`src/rtl/supermario_pkg.sv`:
```
// supermario_pkg: shared types for the SPI-commanded pixel-scan core.
//   opcode_e  - command opcodes carried in cmd[7:5]
//   state_e   - scan engine states
//   cmd_t     - received command byte layout {op, flag, arg}
//   status_t  - status byte layout returned on spi_sdo
package supermario_pkg;

    localparam int unsigned BYTE_W    = 8;
    localparam int unsigned FRAME_W   = 4;
    localparam int unsigned STEP_CNTW = 5;

    typedef enum logic [2:0] {
        OP_CYCLE  = 3'b000,
        OP_STATUS = 3'b010,
        OP_RST    = 3'b111
    } opcode_e;

    typedef enum logic {
        IDLE = 1'b0,
        STEP = 1'b1
    } state_e;

    typedef struct packed {
        logic [2:0] op;
        logic       flag;
        logic [3:0] arg;
    } cmd_t;

    // Bit 7 busy, bit 6 eof_seen, bits 5:4 reserved zero, bits 3:0 frame count.
    typedef struct packed {
        logic               busy;
        logic               eof_seen;
        logic [1:0]         rsvd;
        logic [FRAME_W-1:0] frame;
    } status_t;

endpackage

```
`src/rtl/supermario_spi_slave.sv`:
```
// supermario_spi_slave: 8-bit SPI command slave clocked directly by clk.
//   clk, rst   - system clock, async active-high reset
//   spi_cs     - chip select, active low; high clears the bit counter
//   spi_sdi    - serial data in, MSB first
//   spi_sdo    - serial data out, MSB first (0 while deselected)
//   status     - status byte, captured at the first bit of every byte
//   cmd_valid  - one-clk strobe the cycle after a byte completes
//   cmd        - completed command byte, valid with cmd_valid
module supermario_spi_slave
    import supermario_pkg::*;
(
    input  logic    clk,
    input  logic    rst,
    input  logic    spi_cs,
    input  logic    spi_sdi,
    input  status_t status,
    output logic    spi_sdo,
    output logic    cmd_valid,
    output cmd_t    cmd
);

    logic [BYTE_W-2:0] rx;
    logic [BYTE_W-1:0] tx;
    logic [2:0]        bit_cnt;

    // Receive/transmit shifters; the counter wraps 7->0 naturally.
    always_ff @(posedge clk or posedge rst) begin
        if (rst) begin
            rx        <= '0;
            tx        <= '0;
            bit_cnt   <= '0;
            cmd_valid <= 1'b0;
            cmd       <= '0;
        end else begin
            cmd_valid <= 1'b0;
            if (spi_cs) begin
                bit_cnt <= '0;
            end else begin
                rx      <= {rx[BYTE_W-3:0], spi_sdi};
                bit_cnt <= bit_cnt + 3'd1;
                if (bit_cnt == 3'd7) begin
                    cmd       <= cmd_t'({rx, spi_sdi});
                    cmd_valid <= 1'b1;
                end
                if (bit_cnt == 3'd0) begin
                    tx <= status;
                end else begin
                    tx <= {tx[BYTE_W-2:0], 1'b0};
                end
            end
        end
    end

    // tx is cleared by reset, so this reads 0 during reset as well.
    assign spi_sdo = ~spi_cs & tx[BYTE_W-1];

endmodule

```
`src/rtl/supermario_spi_core.sv`:
```
// supermario_spi_core: SPI-commanded pixel-scan engine.
//   clk, rst           - system/SPI bit clock, async active-high reset
//   spi_cs/sdi/sdo     - SPI command slave (CS active low, MSB first)
//   din                - input byte XORed into every emitted pixel
//   dout               - pixel byte, valid with update, held otherwise
//   update             - one-clk strobe per emitted pixel
//   eof                - strobe with update on the last pixel of a frame
module supermario_spi_core
    import supermario_pkg::*;
#(
    parameter int unsigned H_PIX = 256,
    parameter int unsigned V_PIX = 240
) (
    input  logic              clk,
    input  logic              rst,
    input  logic              spi_cs,
    input  logic              spi_sdi,
    output logic              spi_sdo,
    input  logic [BYTE_W-1:0] din,
    output logic [BYTE_W-1:0] dout,
    output logic              update,
    output logic              eof
);

    localparam int unsigned XW = (H_PIX > 1) ? $clog2(H_PIX) : 1;
    localparam int unsigned YW = (V_PIX > 1) ? $clog2(V_PIX) : 1;

    state_e               state;
    logic [XW-1:0]        x;
    logic [YW-1:0]        y;
    logic [FRAME_W-1:0]   frame_cnt;
    logic                 eof_seen;
    logic [STEP_CNTW-1:0] step_cnt;
    logic                 run_to_eof;

    cmd_t    cmd;
    logic    cmd_valid;
    status_t status;

    logic last_x;
    logic last_y;
    logic last_pix;
    logic cmd_rst;

    assign status = '{busy: (state == STEP), eof_seen: eof_seen,
                      rsvd: 2'b00, frame: frame_cnt};

    supermario_spi_slave u_spi (
        .clk       (clk),
        .rst       (rst),
        .spi_cs    (spi_cs),
        .spi_sdi   (spi_sdi),
        .status    (status),
        .spi_sdo   (spi_sdo),
        .cmd_valid (cmd_valid),
        .cmd       (cmd)
    );

    assign last_x   = (x == XW'(H_PIX - 1));
    assign last_y   = (y == YW'(V_PIX - 1));
    assign last_pix = last_x & last_y;
    assign cmd_rst  = cmd_valid & (cmd.op == OP_RST);

    // Command decode and scan engine; RST overrides any pixel in the same cycle.
    always_ff @(posedge clk or posedge rst) begin
        if (rst) begin
            state      <= IDLE;
            x          <= '0;
            y          <= '0;
            frame_cnt  <= '0;
            eof_seen   <= 1'b0;
            step_cnt   <= '0;
            run_to_eof <= 1'b0;
            dout       <= '0;
            update     <= 1'b0;
            eof        <= 1'b0;
        end else begin
            update <= 1'b0;
            eof    <= 1'b0;
            if (cmd_rst) begin
                state      <= IDLE;
                x          <= '0;
                y          <= '0;
                frame_cnt  <= '0;
                eof_seen   <= 1'b0;
                step_cnt   <= '0;
                run_to_eof <= 1'b0;
            end else begin
                case (state)
                    IDLE: begin
                        if (cmd_valid && (cmd.op == OP_CYCLE)) begin
                            if (cmd.flag) begin
                                run_to_eof <= 1'b1;
                                step_cnt   <= '0;
                            end else begin
                                run_to_eof <= 1'b0;
                                step_cnt   <= STEP_CNTW'(cmd.arg) + STEP_CNTW'(1);
                            end
                            state <= STEP;
                        end
                    end
                    STEP: begin
                        update <= 1'b1;
                        dout   <= BYTE_W'(x) ^ BYTE_W'(y) ^ din;
                        if (last_pix) begin
                            eof       <= 1'b1;
                            eof_seen  <= 1'b1;
                            frame_cnt <= frame_cnt + FRAME_W'(1);
                            x         <= '0;
                            y         <= '0;
                        end else if (last_x) begin
                            x <= '0;
                            y <= y + YW'(1);
                        end else begin
                            x <= x + XW'(1);
                        end
                        if (!run_to_eof) begin
                            step_cnt <= step_cnt - STEP_CNTW'(1);
                        end
                        // Count mode ends on the last counted pixel, eof mode on the frame end.
                        if (run_to_eof ? last_pix : (step_cnt == STEP_CNTW'(1))) begin
                            state      <= IDLE;
                            run_to_eof <= 1'b0;
                        end
                    end
                    default: state <= IDLE;
                endcase
            end
        end
    end

endmodule

```
`config.mk`:
```
export PLATFORM = sky130hd
export DESIGN_NAME = supermario_spi_core
export DESIGN_NICKNAME = d
export VERILOG_FILES = /design/src/rtl/supermario_pkg.sv /design/src/rtl/supermario_spi_slave.sv /design/src/rtl/supermario_spi_core.sv
export SDC_FILE = /design/constraint.sdc
export NUM_CORES = 1
export LEC_CHECK = 0
export BUFFER_PORTS_ARGS = -buffer_cell sky130_fd_sc_hd__buf_2
export CAP_MARGIN = 20
export CORE_MARGIN = 2
export CORE_UTILIZATION = 62
export CTS_BUF_LIST = sky130_fd_sc_hd__clkbuf_8
export CTS_CLUSTER_SIZE = 16
export DETAILED_ROUTE_END_ITERATION = 7
export PLACE_DENSITY = 0.93
export SLEW_MARGIN = 20
export SYNTH_ARGS = -nofsm -noshare
export SYNTH_HDL_FRONTEND = slang
export SYNTH_HIERARCHICAL = 1
export SYNTH_SLANG_ARGS = --single-unit
```
`constraint.sdc`:
```
create_clock -name clk -period 2 [get_ports clk]
set_input_delay 0.1 -clock clk [delete_from_list [all_inputs] [get_ports clk]]
set_output_delay 0.1 -clock clk [all_outputs]
set_load 0.005 [all_outputs]
```
==> impl_metrics.tcl, run 1 <==
set metrics [dict create \
    final_util_pct 73.1 \
    path_clk_slew_ns 0.07 \
    finalMaxSlewViolations 0 \
    drt_iter0_drc 164 \
    yosys.area.top_type_share_pct 48.3 \
    slowest_stage "dfrtp_1" \
    dieArea_um2 6040 \
    yosysTopAreaCell "dfrtp_1" \
    ys_seq_area_share_pct 48.3 \
    power.density_nw_per_um2 862 \
    synth_cell_types 60 \
    htreeDepth 3 \
    grt_usage_pct 24.7 \
    post-cts-setup-buffers 0 \
    async_flop_share_pct 100 \
    max_stage_delay_ns 0.45 \
    hold_path.class "in -> reg" \
    ant_nets 0 \
    grt_pass1_wl_um 11500 \
    ios 23 \
    post-route-period-util_pct 94.6 \
    critPathRequiredTime_ns 2.22 \
    synth_area_um2 3370 \
    fin_nets 358 \
    period_minus_slack_ns 1.89 \
    fp.dieW_um 77.7 \
    wire_per_inst_um 16.3 \
    syn_area_per_cell_um2 11.1 \
    area_growth_pct 12.2 \
    rsz0062_at_grt "no" \
    grt_pass1_vias 2464 \
    vias 2375 \
    cts_tree "built" \
    drc 0 \
    cpLargestDelayFamily "compound AO/OA/AOI/OAI gates" \
    setup_viol 0 \
    core_um2 5170 \
    leakage_nw 1.78 \
    yosys_register_bits 65 \
    fin_skew_ns 0.00659 \
    cts_root_buf "clkbuf_8" \
    cts_buffers 9 \
    cp_data_arrival_time_ns 2.11 \
    initial_core_util_pct 65.1 \
    end_kind "register" \
    crit_buf_inv 0 \
    firstDrtPassIters 4 \
    grt-ovfl-total 0 \
    drive_gt1_share_pct 23.1 \
    clk_latency_ns 0.34 \
    final_cells 412 \
    yosysWarnings 6 \
    die_h_um 77.7 \
    peakVddDrop_mv 0.571 \
    fmax_mhz 528 \
    finalHoldViolCount 0 \
    viasPerCell 5.76 \
    synth_cells 303 \
    rows 26 \
    synth_area_leaders "dfrtp_1, mux2_4, xnor2_1" \
    grt_max_degree 39 \
    start_kind "register" \
    worst-path-max-fanout 6 \
    crit_type "reg -> reg" \
    antenna_cells 0 \
    slew_headroom_pct 59.9 \
    cts_buffer_depth 2 \
    place_hpwl_um 4670 \
    tns_ns 0 \
    antenna_found_initial 0 \
    yosys-top-cells-count "dfrtp_1, nand2_1, inv_1, mux2_4, o21ai_0" \
    status "completed" \
    worstPathCellList "ha_1 > and4_2 > nand2_2 > o31a_1 > a221o_2" \
    maxCapViolCount 0 \
    gp_congestion 0.902 \
    synth_most_common_cell "dfrtp_1" \
    synth_edf_count 0 \
    finalWirelength_um 6720 \
    cts_sinks 65 \
    synthFlopType "dfrtp_1" \
    worst_slew_pin_slew_ns 0.601 \
    dp.cells 395 \
    port_buffers 22 \
]
==> cell families after synthesis <==
kind of cell,after synthesis,share of synthesized area [%]
other,1,0.111
adders and majority gates,9,3.34
buffers and inverters,34,5.05
AOI/OAI and AO/OA,56,11.7
xor gates and xnor gates,26,6.76
muxes,18,7.58
and+or+nand+nor,94,17.2
DFF,65,48.3
==> per-stage QoR <==
stage	total power [mW]	hold slack (ns)	worst slack (ns)	instance area, µm²
global placement	2.14	0.186	0.100	3570
floorplan	1.99	0.153	0.204	3370
global route	3.43	0.0274	0.00706	3780
CTS	3.27	0.00611	0.0793	3780
finish	3.26	0.0345	0.107	3780
detailed placement	2.18	0.206	0.0109	3570
==> worst paths after layout <==
check,slack [ns],cells past startpoint,end,from
worst max-delay path,0.11,5,frame_cnt[2],x[0]
worst min-delay path,0.03,2,u_spi/cmd[0],spi_sdi
worst max register to register,0.11,5,frame_cnt[2],x[0]
worst min register to register,0.47,1,u_spi/bit_cnt[0],u_spi/bit_cnt[0]
max in group asynchronous,1.02,4,u_spi/tx[2],rst
min in group asynchronous,0.39,3,u_spi/rx[5],rst
==> power breakdown <==
part	switching [mW]	total, mW	internal, mW
Sequential	0.144	1.63	1.49
Clock	0.500	1.10	0.600
Combinational	0.249	0.526	0.277
Total	0.893	3.26	2.37
==> area by class of cell <==
cell class | count | area [µm²]
flip-flops and latches | 65 | 1630
multi-input cells | 205 | 1580
fillers | 329 | 1390
repair buffers | 35 | 210
clock buffers | 10 | 138
well taps | 70 | 87.6
inverters | 21 | 78.8
clock inverters | 6 | 57.6
==> placed cells by master (no fill, tap or decap), types with 4 or more instances in the layout <==
cell type,count
dfrtp_1,65
nand2_1,24
buf_2,22
inv_1,21
mux2_4,15
o21ai_0,14
nand3_1,13
xnor2_1,13
nor2_1,13
xor2_1,13
buf_4,12
a21oi_1,10
clkbuf_8,10
ha_1,9
nand4bb_1,7
nand4_1,5
nor2b_1,5
o311ai_0,5
or4_1,4
clkinv_2,4
==> routing by layer <==
metal | share of wire (%) | global-route usage (%) | up-vias
met4 | 1.0 | 13.2 | 0
li1 | - | - | 1149
met1 | 45 | 32.6 | 1152
met3 | 4.7 | 3.84 | 6
met5 | 0 | 0 | -
met2 | 50 | 39.5 | 68
==> flip-flops by register name, indices dropped and copies added (netlist names) <==
signal / cells
dout: 8
u_spi/cmd: 8
u_spi/tx: 8
x: 8
y: 8
u_spi/rx: 7
step_cnt: 5
frame_cnt: 4
u_spi/bit_cnt: 3
eof: 1
eof_seen: 1
run_to_eof: 1
state: 1
u_spi/cmd_valid: 1
update: 1
==> worst reg2reg max path, delay by kind of cell, from the launching register on <==
family          cells  cell delay, ns
simple gates        2            0.43
fa+ha+maj           1            0.23
flops               1            0.45
compound gates      2            0.67
==> timing repair <==
item                                    4_1_cts  5_1_grt
hold endpoints to repair                     54        0
cloned                                        0        0
hold buffers                                  1        0
endpoints found under the setup margin        1        3
gates resized for setup                       1        1
Note: power is estimated with default switching activity, not from simulation.
==> run 2, diff against run 1 <==
--- a/config.mk
+++ b/config.mk
@@ -7,12 +7,14 @@
 export LEC_CHECK = 0
 export BUFFER_PORTS_ARGS = -buffer_cell sky130_fd_sc_hd__buf_2
 export CAP_MARGIN = 20
-export CORE_MARGIN = 2
+export CORE_MARGIN = 3
 export CORE_UTILIZATION = 62
 export CTS_BUF_LIST = sky130_fd_sc_hd__clkbuf_8
 export CTS_CLUSTER_SIZE = 16
 export DETAILED_ROUTE_END_ITERATION = 7
+export MAX_ROUTING_LAYER = met4
 export PLACE_DENSITY = 0.93
+export SKIP_CTS_REPAIR_TIMING = 1
 export SLEW_MARGIN = 20
 export SYNTH_ARGS = -nofsm -noshare
 export SYNTH_HDL_FRONTEND = slang
==> run 2 against run 1 <==
  * Final cell count unchanged
  * Die area grew 5.2%
  * Sequential cell count is the same
  * Setup slack improved by 0.00066 ns
  * Critical path depth did not move
  * Global-route usage fell by 0.58 points
  * Total power down 3.5%
  * Non-clock buffer count increased by 2
  * Combinational power increased by 5.1%
  * Sequential share of layout area rose by 0.18 points
  * Utilization is 0.24 points lower
  * Design area shrank 0.33%
  * Critical path type unchanged
  * Largest power group unchanged
==> impl_metrics.tcl, run 2 (synthesized netlist as in run 1, its figures left out) <==
set metrics [dict create \
    p_total_mw 3.15 \
    drt_iter0_drc 197 \
    finalMaxSlewViolations 0 \
    grt_usage_pct 24.1 \
    slew_headroom_pct 65.8 \
    wire_per_inst_um 16.5 \
    timing.rr.start "x[1]" \
    firstDrtPassIters 4 \
    ant_nets 0 \
    fp.dieW_um 79.7 \
    end_kind "register" \
    finalHoldViolCount 0 \
    finalWirelength_um 6780 \
    area_growth_pct 11.8 \
    antenna_found_initial 0 \
    rows 26 \
    cts_sinks 65 \
    peakVddDrop_mv 0.592 \
    cp_data_arrival_time_ns 2.11 \
    power_switching_uw 865 \
    fin_skew_ns 0.00846 \
    dieArea_um2 6360 \
    rsz0062_at_grt "no" \
    cts_buffers 9 \
    maxCapViolCount 0 \
    clockPowerShare_pct 30.7 \
    cts_root_buf "clkbuf_8" \
    ios 23 \
    drive_gt1_share_pct 22.8 \
    crit_start "x[1]" \
    hold_path.class "in -> reg" \
    setup_viol 0 \
    initial_core_util_pct 65.1 \
    grt_pass1_wl_um 11400 \
    p_int_mw 2.28 \
    comb_power_share_pct 17.6 \
    power.density_nw_per_um2 835 \
    leakage_nw 1.78 \
    tns_ns 0 \
    fin_nets 360 \
    cts_tree "built" \
    htreeDepth 3 \
    core_um2 5170 \
    critPathRequiredTime_ns 2.21 \
    fmax_mhz 529 \
    die_h_um 79.7 \
    crit_type "reg -> reg" \
    place_hpwl_um 4850 \
    vias 2428 \
    worst-path-max-fanout 10 \
    grt_pass1_vias 2451 \
    gp_congestion 0.875 \
    viasPerCell 5.89 \
    seq_power_share_pct 51.8 \
    clk_latency_ns 0.34 \
    final_common_cell "dfrtp_1" \
    drc 0 \
    cts_buffer_depth 2 \
    port_buffers 22 \
    grt-ovfl-total 0 \
    grt_max_degree 39 \
    n_fill_cell 345 \
    path_clk_slew_ns 0.07 \
    worst_slew_pin_slew_ns 0.509 \
    status "completed" \
    antenna_cells 0 \
    post-route-period-util_pct 94.6 \
    switching_share_pct 27.5 \
    period_minus_slack_ns 1.89 \
    final_cell_mix "dfrtp_1, nand2_1, buf_2" \
    start_kind "register" \
    worstHoldStart "spi_cs" \
]
## run 2: cell count changes in the layout (fill, tap and decap cells not counted)
cell	before	now
dfrtp_2	0	1
clkinv_2	4	2
buf_4	12	13
o31ai_2	1	0
dlygate4sd3_1	1	2
dfrtp_1	65	64
o31ai_1	3	4
bufinv_16	1	0
clkbuf_8	10	11
## run 2: final timing paths
path	end	slack (ns)	depth (start not counted)
setup reg to reg	frame_cnt[2]	0.11	5
max in group asynchronous	u_spi/tx[0]	1.06	4
hold / removal	u_spi/bit_cnt[0]	0.12	2
min in group asynchronous	u_spi/rx[3]	0.37	3
hold reg to reg	dout[2]	0.48	2
setup / recovery	frame_cnt[2]	0.11	5
## run 2: metrics by stage
stage / setup slack (ns) / instance area (µm²) / util [%] / hold WS, ns / cells
2_1_floorplan: 0.204 / 3370 / - / 0.153 / 304
3_3_place_gp: 0.145 / 3580 / 69.2 / 0.150 / 396
3_5_place_dp: 0.0423 / 3580 / 69.2 / 0.173 / 396
4_1_cts: 0.0172 / 3750 / 72.4 / -0.207 / 410
5_1_grt: 0.0189 / 3770 / 72.9 / 0.129 / 412
6_report: 0.108 / 3770 / 72.9 / 0.123 / 412
## run 2: power groups by stage
| stage | sequential, mW | combinational [mW] | clock [mW] |
|---|---|---|---|
| 6_report | 1.63 | 0.553 | 0.965 |
| 5_1_grt | 1.65 | 0.627 | 1.05 |
| 3_5_place_dp | 1.65 | 0.555 | 0 |
| 4_1_cts | 1.63 | 0.558 | 0.993 |
| 3_3_place_gp | 1.63 | 0.524 | 0 |
| 2_1_floorplan | 1.63 | 0.359 | 0 |
## run 2: metal layers
layer  GRT usage [%]  share of wire, %
met2            38.1                50
met5               -                 0
met3            7.34               5.6
met4            9.97               2.0
met1            29.0                42
## run 2: cell type report
cell class                      count  area, µm²  area share [%]
Sequential cell                    65       1630            43.2
Clock inverter                      3       17.5           0.465
Clock buffer                       11        151            4.02
Multi-Input combinational cell    205       1580            41.9
Inverter                           21       78.8            2.09
Tap cell                           70       87.6            2.32
Timing Repair Buffer               37        228            6.04
## run 2: worst max-delay path, stage by stage, from the launching register on
cell and delay (ns):
dfrtp_2 0.40, ha_1 0.19, and4_2 0.31, nand2_2 0.15, o31a_1 0.31, a221o_2 0.40
